===== src/rtl/l2_pkg.sv =====
// Shared definitions for the L2 request arbiter slice.
//   arb_state_t : arbiter FSM states
//   REQ_I/REQ_D : requester index (also the encoding of last_served)
//   BEAT_W      : width of the per-grant beat counter
package l2_pkg;

  typedef enum logic [1:0] {
    IDLE    = 2'd0,
    GRANT_I = 2'd1,
    GRANT_D = 2'd2
  } arb_state_t;

  localparam int REQ_I  = 0;
  localparam int REQ_D  = 1;
  localparam int BEAT_W = 4;

endpackage


===== src/rtl/l2_request_arbiter_if.sv =====
// Generic memory bus between an L1 cache and the L2.
//   addr/wdata/byte_en/ren/wen : request, driven by the requester (cpu side)
//   rdata/busy                 : response, driven by the responder
// Modports:
//   generic_bus : responder view (receives a request)
//   cpu         : requester view (issues a request)
interface generic_bus_if;
  logic [31:0] addr;
  logic [31:0] wdata;
  logic [31:0] rdata;
  logic        ren;
  logic        wen;
  logic        busy;
  logic [3:0]  byte_en;

  modport generic_bus (
    input  addr, wdata, ren, wen, byte_en,
    output rdata, busy
  );

  modport cpu (
    output addr, wdata, ren, wen, byte_en,
    input  rdata, busy
  );
endinterface


===== src/rtl/l2_request_arbiter_rr_picker.sv =====
// Two-way round-robin picker, purely combinational.
//   req_i         : request vector, bit REQ_I = I-side, bit REQ_D = D-side
//   last_served_i : index of the requester that held the previous grant
//   pick_o        : one-hot winner, 00 when nobody requests
// On a tie the requester that was not served last wins.
module l2_rr_picker
  import l2_pkg::*;
(
  input  logic [1:0] req_i,
  input  logic       last_served_i,
  output logic [1:0] pick_o
);

  always_comb begin
    pick_o = 2'b00;
    unique case (req_i)
      2'b01:   pick_o = 2'b01;
      2'b10:   pick_o = 2'b10;
      2'b11:   pick_o = (last_served_i == 1'(REQ_D)) ? 2'b01 : 2'b10;
      default: pick_o = 2'b00;
    endcase
  end

endmodule


===== src/rtl/l2_request_arbiter.sv =====
// Arbiter sharing the L2 processor-side bus between the I-side and D-side L1.
// Round-robin grants with a burst lock of LOCK_BEATS completed beats so an L1
// block fill is never interleaved with the other side's traffic.
//   CLK, nRST  : clock, synchronous active-low reset
//   icache_if  : I-side requester (responder modport)
//   dcache_if  : D-side requester (responder modport)
//   l2_if      : downstream bus to l2_cache (requester modport)
//   grant      : one-hot owner, bit0 = I, bit1 = D, 00 = none
//   beat_cnt   : completed beats in the current grant
module l2_request_arbiter
  import l2_pkg::*;
#(
  parameter int LOCK_BEATS     = 4,
  parameter int FIRST_PRIORITY = 1
) (
  input  logic                   CLK,
  input  logic                   nRST,
  generic_bus_if.generic_bus     icache_if,
  generic_bus_if.generic_bus     dcache_if,
  generic_bus_if.cpu             l2_if,
  output logic [1:0]             grant,
  output logic [BEAT_W-1:0]      beat_cnt
);

  if (LOCK_BEATS < 1 || LOCK_BEATS > 16) begin : g_bad_lock
    $error("l2_request_arbiter: LOCK_BEATS must be in 1..16");
  end
  if (FIRST_PRIORITY != REQ_I && FIRST_PRIORITY != REQ_D) begin : g_bad_prio
    $error("l2_request_arbiter: FIRST_PRIORITY must be 0 or 1");
  end

  localparam logic [BEAT_W-1:0] LAST_BEAT = BEAT_W'(LOCK_BEATS - 1);
  // Reset as if the non-preferred side was served last, so the first tie
  // goes to FIRST_PRIORITY.
  localparam logic LAST_RST = (FIRST_PRIORITY == REQ_D) ? 1'(REQ_I) : 1'(REQ_D);

  arb_state_t        state_q, state_d;
  logic [1:0]        grant_q, grant_d;
  logic [BEAT_W-1:0] beat_q, beat_d;
  logic              last_q, last_d;

  logic [1:0] req;
  logic [1:0] pick;
  logic       owner_req;
  logic       owner_id;

  assign req[REQ_I] = icache_if.ren | icache_if.wen;
  assign req[REQ_D] = dcache_if.ren | dcache_if.wen;

  l2_rr_picker u_picker (
    .req_i         (req),
    .last_served_i (last_q),
    .pick_o        (pick)
  );

  always_comb begin
    owner_id  = (state_q == GRANT_D) ? 1'(REQ_D) : 1'(REQ_I);
    owner_req = req[owner_id];
  end

  always_comb begin
    state_d = state_q;
    grant_d = grant_q;
    beat_d  = beat_q;
    last_d  = last_q;
    unique case (state_q)
      IDLE: begin
        if (pick[REQ_I]) begin
          state_d = GRANT_I;
          grant_d = 2'b01;
        end else if (pick[REQ_D]) begin
          state_d = GRANT_D;
          grant_d = 2'b10;
        end
      end
      GRANT_I, GRANT_D: begin
        // A release (final beat or dropped request) always passes through
        // IDLE, which is what gives the other side its turn.
        if (owner_req && !l2_if.busy) begin
          if (beat_q >= LAST_BEAT) begin
            state_d = IDLE;
            grant_d = 2'b00;
            beat_d  = '0;
            last_d  = owner_id;
          end else begin
            beat_d = beat_q + 1'b1;
          end
        end else if (!owner_req) begin
          state_d = IDLE;
          grant_d = 2'b00;
          beat_d  = '0;
          last_d  = owner_id;
        end
      end
      default: begin
        state_d = IDLE;
        grant_d = 2'b00;
        beat_d  = '0;
      end
    endcase
  end

  always_ff @(posedge CLK) begin
    if (!nRST) begin
      state_q <= IDLE;
      grant_q <= 2'b00;
      beat_q  <= '0;
      last_q  <= LAST_RST;
    end else begin
      state_q <= state_d;
      grant_q <= grant_d;
      beat_q  <= beat_d;
      last_q  <= last_d;
    end
  end

  // Bus steering follows the registered grant, so the downstream request
  // appears the cycle after the arbitration edge and drops right after reset.
  always_comb begin
    l2_if.addr        = '0;
    l2_if.wdata       = '0;
    l2_if.ren         = 1'b0;
    l2_if.wen         = 1'b0;
    l2_if.byte_en     = '0;
    icache_if.busy    = 1'b1;
    icache_if.rdata   = '0;
    dcache_if.busy    = 1'b1;
    dcache_if.rdata   = '0;
    if (grant_q[REQ_I]) begin
      l2_if.addr      = icache_if.addr;
      l2_if.wdata     = icache_if.wdata;
      l2_if.ren       = icache_if.ren;
      l2_if.wen       = icache_if.wen;
      l2_if.byte_en   = icache_if.byte_en;
      icache_if.busy  = l2_if.busy;
      icache_if.rdata = l2_if.rdata;
    end else if (grant_q[REQ_D]) begin
      l2_if.addr      = dcache_if.addr;
      l2_if.wdata     = dcache_if.wdata;
      l2_if.ren       = dcache_if.ren;
      l2_if.wen       = dcache_if.wen;
      l2_if.byte_en   = dcache_if.byte_en;
      dcache_if.busy  = l2_if.busy;
      dcache_if.rdata = l2_if.rdata;
    end
  end

  assign grant    = grant_q;
  assign beat_cnt = beat_q;

endmodule

===== src/flat_wrapper.sv =====
// flat-port wrapper written by rule: the top's interface ports become plain ports
module l2_request_arbiter_flat import l2_pkg::*;
#(
  parameter int LOCK_BEATS     = 4,
  parameter int FIRST_PRIORITY = 1
)
  (CLK, nRST, grant, beat_cnt, icache_if_addr, icache_if_wdata, icache_if_ren, icache_if_wen, icache_if_byte_en, icache_if_rdata, icache_if_busy, dcache_if_addr, dcache_if_wdata, dcache_if_ren, dcache_if_wen, dcache_if_byte_en, dcache_if_rdata, dcache_if_busy, l2_if_addr, l2_if_wdata, l2_if_ren, l2_if_wen, l2_if_byte_en, l2_if_rdata, l2_if_busy);
  generic_bus_if icache_if_i ();
  generic_bus_if dcache_if_i ();
  generic_bus_if l2_if_i ();
  input  logic CLK;
  input  logic nRST;
  output logic [1:0] grant;
  output logic [BEAT_W-1:0] beat_cnt;
  input wire logic [$bits(icache_if_i.addr)-1:0] icache_if_addr;
  input wire logic [$bits(icache_if_i.wdata)-1:0] icache_if_wdata;
  input wire logic [$bits(icache_if_i.ren)-1:0] icache_if_ren;
  input wire logic [$bits(icache_if_i.wen)-1:0] icache_if_wen;
  input wire logic [$bits(icache_if_i.byte_en)-1:0] icache_if_byte_en;
  output wire logic [$bits(icache_if_i.rdata)-1:0] icache_if_rdata;
  output wire logic [$bits(icache_if_i.busy)-1:0] icache_if_busy;
  input wire logic [$bits(dcache_if_i.addr)-1:0] dcache_if_addr;
  input wire logic [$bits(dcache_if_i.wdata)-1:0] dcache_if_wdata;
  input wire logic [$bits(dcache_if_i.ren)-1:0] dcache_if_ren;
  input wire logic [$bits(dcache_if_i.wen)-1:0] dcache_if_wen;
  input wire logic [$bits(dcache_if_i.byte_en)-1:0] dcache_if_byte_en;
  output wire logic [$bits(dcache_if_i.rdata)-1:0] dcache_if_rdata;
  output wire logic [$bits(dcache_if_i.busy)-1:0] dcache_if_busy;
  output wire logic [$bits(l2_if_i.addr)-1:0] l2_if_addr;
  output wire logic [$bits(l2_if_i.wdata)-1:0] l2_if_wdata;
  output wire logic [$bits(l2_if_i.ren)-1:0] l2_if_ren;
  output wire logic [$bits(l2_if_i.wen)-1:0] l2_if_wen;
  output wire logic [$bits(l2_if_i.byte_en)-1:0] l2_if_byte_en;
  input wire logic [$bits(l2_if_i.rdata)-1:0] l2_if_rdata;
  input wire logic [$bits(l2_if_i.busy)-1:0] l2_if_busy;
  assign icache_if_i.addr = icache_if_addr;
  assign icache_if_i.wdata = icache_if_wdata;
  assign icache_if_i.ren = icache_if_ren;
  assign icache_if_i.wen = icache_if_wen;
  assign icache_if_i.byte_en = icache_if_byte_en;
  assign icache_if_rdata = icache_if_i.rdata;
  assign icache_if_busy = icache_if_i.busy;
  assign dcache_if_i.addr = dcache_if_addr;
  assign dcache_if_i.wdata = dcache_if_wdata;
  assign dcache_if_i.ren = dcache_if_ren;
  assign dcache_if_i.wen = dcache_if_wen;
  assign dcache_if_i.byte_en = dcache_if_byte_en;
  assign dcache_if_rdata = dcache_if_i.rdata;
  assign dcache_if_busy = dcache_if_i.busy;
  assign l2_if_addr = l2_if_i.addr;
  assign l2_if_wdata = l2_if_i.wdata;
  assign l2_if_ren = l2_if_i.ren;
  assign l2_if_wen = l2_if_i.wen;
  assign l2_if_byte_en = l2_if_i.byte_en;
  assign l2_if_i.rdata = l2_if_rdata;
  assign l2_if_i.busy = l2_if_busy;
  l2_request_arbiter #(.LOCK_BEATS(LOCK_BEATS), .FIRST_PRIORITY(FIRST_PRIORITY)) u_core (.CLK(CLK), .nRST(nRST), .icache_if(icache_if_i), .dcache_if(dcache_if_i), .l2_if(l2_if_i), .grant(grant), .beat_cnt(beat_cnt));
endmodule

===== config.mk =====
export PLATFORM = sky130hd
export DESIGN_NAME = l2_request_arbiter_flat
export DESIGN_NICKNAME = d
export VERILOG_FILES = /design/src/rtl/l2_pkg.sv /design/src/rtl/l2_request_arbiter_if.sv /design/src/rtl/l2_request_arbiter_rr_picker.sv /design/src/rtl/l2_request_arbiter.sv /design/src/flat_wrapper.sv
export SDC_FILE = /design/constraint.sdc
export NUM_CORES = 1
export LEC_CHECK = 0
export BUFFER_PORTS_ARGS = -buffer_cell sky130_fd_sc_hd__buf_4
export CAP_MARGIN = 40
export CORE_AREA = 10 10 114 116
export CTS_CLUSTER_SIZE = 25
export DETAILED_ROUTE_END_ITERATION = 12
export DIE_AREA = 0 0 124 126
export GPL_TIMING_DRIVEN = 0
export PLACE_DENSITY = 0.57
export SYNTH_ARGS = -nofsm -noshare
export SYNTH_HDL_FRONTEND = slang
export SYNTH_HIERARCHICAL = 1
export SYNTH_SLANG_ARGS = --single-unit

===== constraint.sdc =====
create_clock -name CLK -period 3.6 [get_ports CLK]
set_input_delay 0 -clock CLK [delete_from_list [all_inputs] [get_ports CLK]]
set_output_delay 0 -clock CLK [all_outputs]
set_load 0.05 [all_outputs]

==> results.py <==
metrics = {
    "outcome": {
        "status": "finished, final reports clean",
    },
    "clocking": {
        "cts_buffers": 3,
        "cts_tree": "yes",
        "ctsResizeCount": 0,
        "cts_hold_buf": 0,
        "cts_root_buf": "clkbuf_8",
        "cts_setup_buffers": 0,
        "htreeDepth": 1,
        "clockBufferDepth": 2,
        "cts_sinks": 7,
        "clock_latency_ps": 230,
        "path_clk_slew_ps": 40,
    },
    "timing": {
        "rsz0062_at_grt": "false",
        "finalSetupViolCount": 0,
        "slew_viol_final": 0,
        "final.period_utilization_pct": 62.21,
        "min_period_ps": 2240,
        "tightest_slew_ps": 476.2,
        "slew_headroom_pct": 68.25,
        "finalClockSkew_ps": 1.396,
        "hold_viol_final": 0,
        "fmaxAchievable_mhz": 446.5,
        "finalSetupTns_ps": 0,
    },
    "yosys": {
        "synthAdderAreaFrac_pct": 2.389,
        "synth_xor_xnor_area_share_pct": 0,
        "synth-simple-area-share_pct": 34.32,
        "synth_seq_area_share_pct": 8.917,
        "syn_nets": 388,
        "yosys_warnings": 6,
        "synth.avg_cell_area_um2": 7.483,
        "synthMuxAreaShare_pct": 1.274,
        "syn_inst": 210,
        "ys_types": 34,
        "synth_compound_area_share_pct": 44.90,
        "ys_ff_latch": 7,
        "netlist_area_mm2": 0.001572,
        "synth_top_family_by_area": "compound AO/OA/AOI/OAI gates",
    },
    "setup_path": {
        "path_depth": 8,
        "worstPathArrival_ps": 2360,
        "critPathMaxFanout": 11,
        "cp_top_family": "buffers and inverters",
        "r2r_end": "u_core/beat_cnt[0]",
        "reg2reg_slack_ps": 1360,
        "rr_startpoint": "u_core/grant[0]",
        "setup.worst_path.start_class": "register",
        "crit_chain": "buf_2, inv_1, clkbuf_1, ha_1, or3b_4, a41oi_2, nor2_1, a21o_1",
        "critPathMaxStageDelay_ps": 420,
        "crit_slowest_cell": "or3b_4",
        "path_class": "register to register",
        "reg2regPathDepth": 8,
        "endpoint_kind": "register",
        "path_buf_inv": 3,
        "required_ps": 3720,
    },
    "final_layout": {
        "layout_commonest_cell": "buf_4",
        "n_antenna_cell": 0,
        "nNetsFinal": 708,
        "layout-drive-gt1-share_pct": 63.89,
        "fill_cells": 1096,
        "fin_util_pct": 38.85,
        "area_growth_syn_to_layout_pct": 164.5,
        "final_cell_mix": "buf_4 (316), a22o_1 (70), and2_1 (34), and3_1 (33), clkbuf_1 (15)",
    },
    "routing": {
        "drc": 0,
        "num_vias": 3003,
        "drtPass1Iterations": 4,
        "routed_wl_um": 14930,
        "ant_nets": 0,
        "via_per_inst": 4.489,
        "wl_per_cell_um": 22.32,
        "drtIter0Drc": 139,
    },
    "pwr": {
        "ir_worst_vdd_mv": 0.2413,
        "p_per_area_mw_per_mm2": 484.7,
        "leakagePower_nw": 2.403,
    },
    "place": {
        "post-dp-hpwl_um": 13230,
        "io_buffers": 315,
        "gp_congestion": 0.9538,
    },
    "global_route": {
        "grt_pass1_wl_um": 20330,
        "antenna_found_initial": 0,
        "grt_pass1_vias": 2898,
        "track_usage_pct": 16.84,
        "grt_overflow": 0,
        "grt_max_degree": 12,
    },
    "run": {
        "drv_cap": 0,
    },
    "die": {
        "initial_core_util_pct": 14.69,
        "die_area_mm2": 0.01562,
        "fp.dieW_um": 124,
        "die_h_um": 126,
        "core_region_area_mm2": 0.01070,
        "rows": 38,
        "io_pins": 317,
    },
    "min_path": {
        "hold_class": "input pin to register",
        "hold_end": "u_core/beat_cnt[1]",
        "worstHoldStart": "nRST",
        "holdPathStages": 3,
    },
}
==> cells by family (layout without fill, tap and decap cells) <==
family / after synthesis / after routing
and+or+nand+nor: 87 / 87
AOI/OAI and AO/OA: 81 / 81
buffers and inverters: 30 / 349
DFF: 7 / 7
adders and majority gates: 3 / 3
muxes: 2 / 2
==> worst reg2reg max path, cell delays in order, from the launching register on <==
cell and delay [ps]:
dfxtp_1 300, buf_2 180, inv_1 160, clkbuf_1 360
ha_1 280, or3b_4 430, a41oi_2 180, nor2_1 80
a21o_1 170
==> report_power, final <==
part           switching, mW  internal (mW)  total (mW)
Combinational           1.22          0.592        1.81
Sequential           0.00972         0.0835      0.0933
Clock                 0.0346         0.0767       0.111
Total                   1.26          0.752        2.01
==> sequential cells by signal (all words and copies together) (netlist names) <==
signal,count
u_core/grant,2
u_core/beat_cnt,4
u_core/last_q,1
==> how the worst max path moves through the flow <==
stage               startpoint                  to  slack [ps]
6_report       u_core/grant[0]  u_core/beat_cnt[0]        1360
2_1_floorplan  u_core/grant[0]  u_core/beat_cnt[0]        1310
5_1_grt        u_core/grant[0]  u_core/beat_cnt[0]        1190
4_1_cts        u_core/grant[0]  u_core/beat_cnt[0]        1340
3_3_place_gp   u_core/grant[0]  u_core/beat_cnt[0]        1350
3_5_place_dp   u_core/grant[0]  u_core/beat_cnt[0]        1340
==> layout make-up <==
type | count | area [um2] | area share (%)
Clock buffer | 4 | 45.04 | 1.084
Tap cell | 140 | 175.2 | 4.214
Buffer | 26 | 113.9 | 2.739
Inverter | 4 | 15.01 | 0.3612
Sequential cell | 7 | 140.1 | 3.371
Timing Repair Buffer | 315 | 2365 | 56.89
Multi-Input combinational cell | 173 | 1303 | 31.34
==> layer usage <==
metal,track usage [%],wire [um],share of wire [%]
met2,31.24,7899,53
met4,1.016,61,0.41
met3,3.977,1369,9.2
met1,19.71,5601,38
met5,0,0,0
==> cells in the mapped netlist (all sizes together) <==
cell / number / share of area (%)
a211oi: 1 / 0.48
a21boi: 2 / 0.96
a21o: 1 / 0.48
a21oi: 1 / 0.32
a22o: 70 / 39
a41oi: 2 / 1.6
and2: 34 / 14
and3: 33 / 13
buf: 12 / 3.9
clkbuf: 14 / 3.3
dfxtp: 7 / 8.9
ha: 3 / 2.4
inv: 4 / 0.96
mux2i: 2 / 1.3
nand2: 4 / 0.96
nand2b: 1 / 0.40
nand3: 4 / 1.3
nor2: 3 / 0.88
nor3: 2 / 0.96
o2111ai: 1 / 0.96
o211ai: 1 / 0.48
o21ai: 2 / 0.64
or2: 2 / 0.80
or2b: 1 / 0.56
or3: 2 / 1.1
or3b: 1 / 0.72
==> through the flow <==
| stage | setup slack (ps) | instances | hold WS [ps] | area, um2 | total power, mW |
|---|---|---|---|---|---|
| after global routing | 1193 | 669 | 94.17 | 4156 | 2.097 |
| after floorplan | 1313 | 210 | 271.5 | 1572 | 1.273 |
| after detailed placement | 1339 | 665 | 309.2 | 4111 | 1.913 |
| final | 1360 | 669 | 83.00 | 4156 | 2.015 |
| after global placement | 1354 | 665 | 303.8 | 4111 | 1.907 |
| after CTS | 1336 | 669 | 72.03 | 4156 | 2.032 |
No activity file was read; power rests on OpenSTA's default activity.
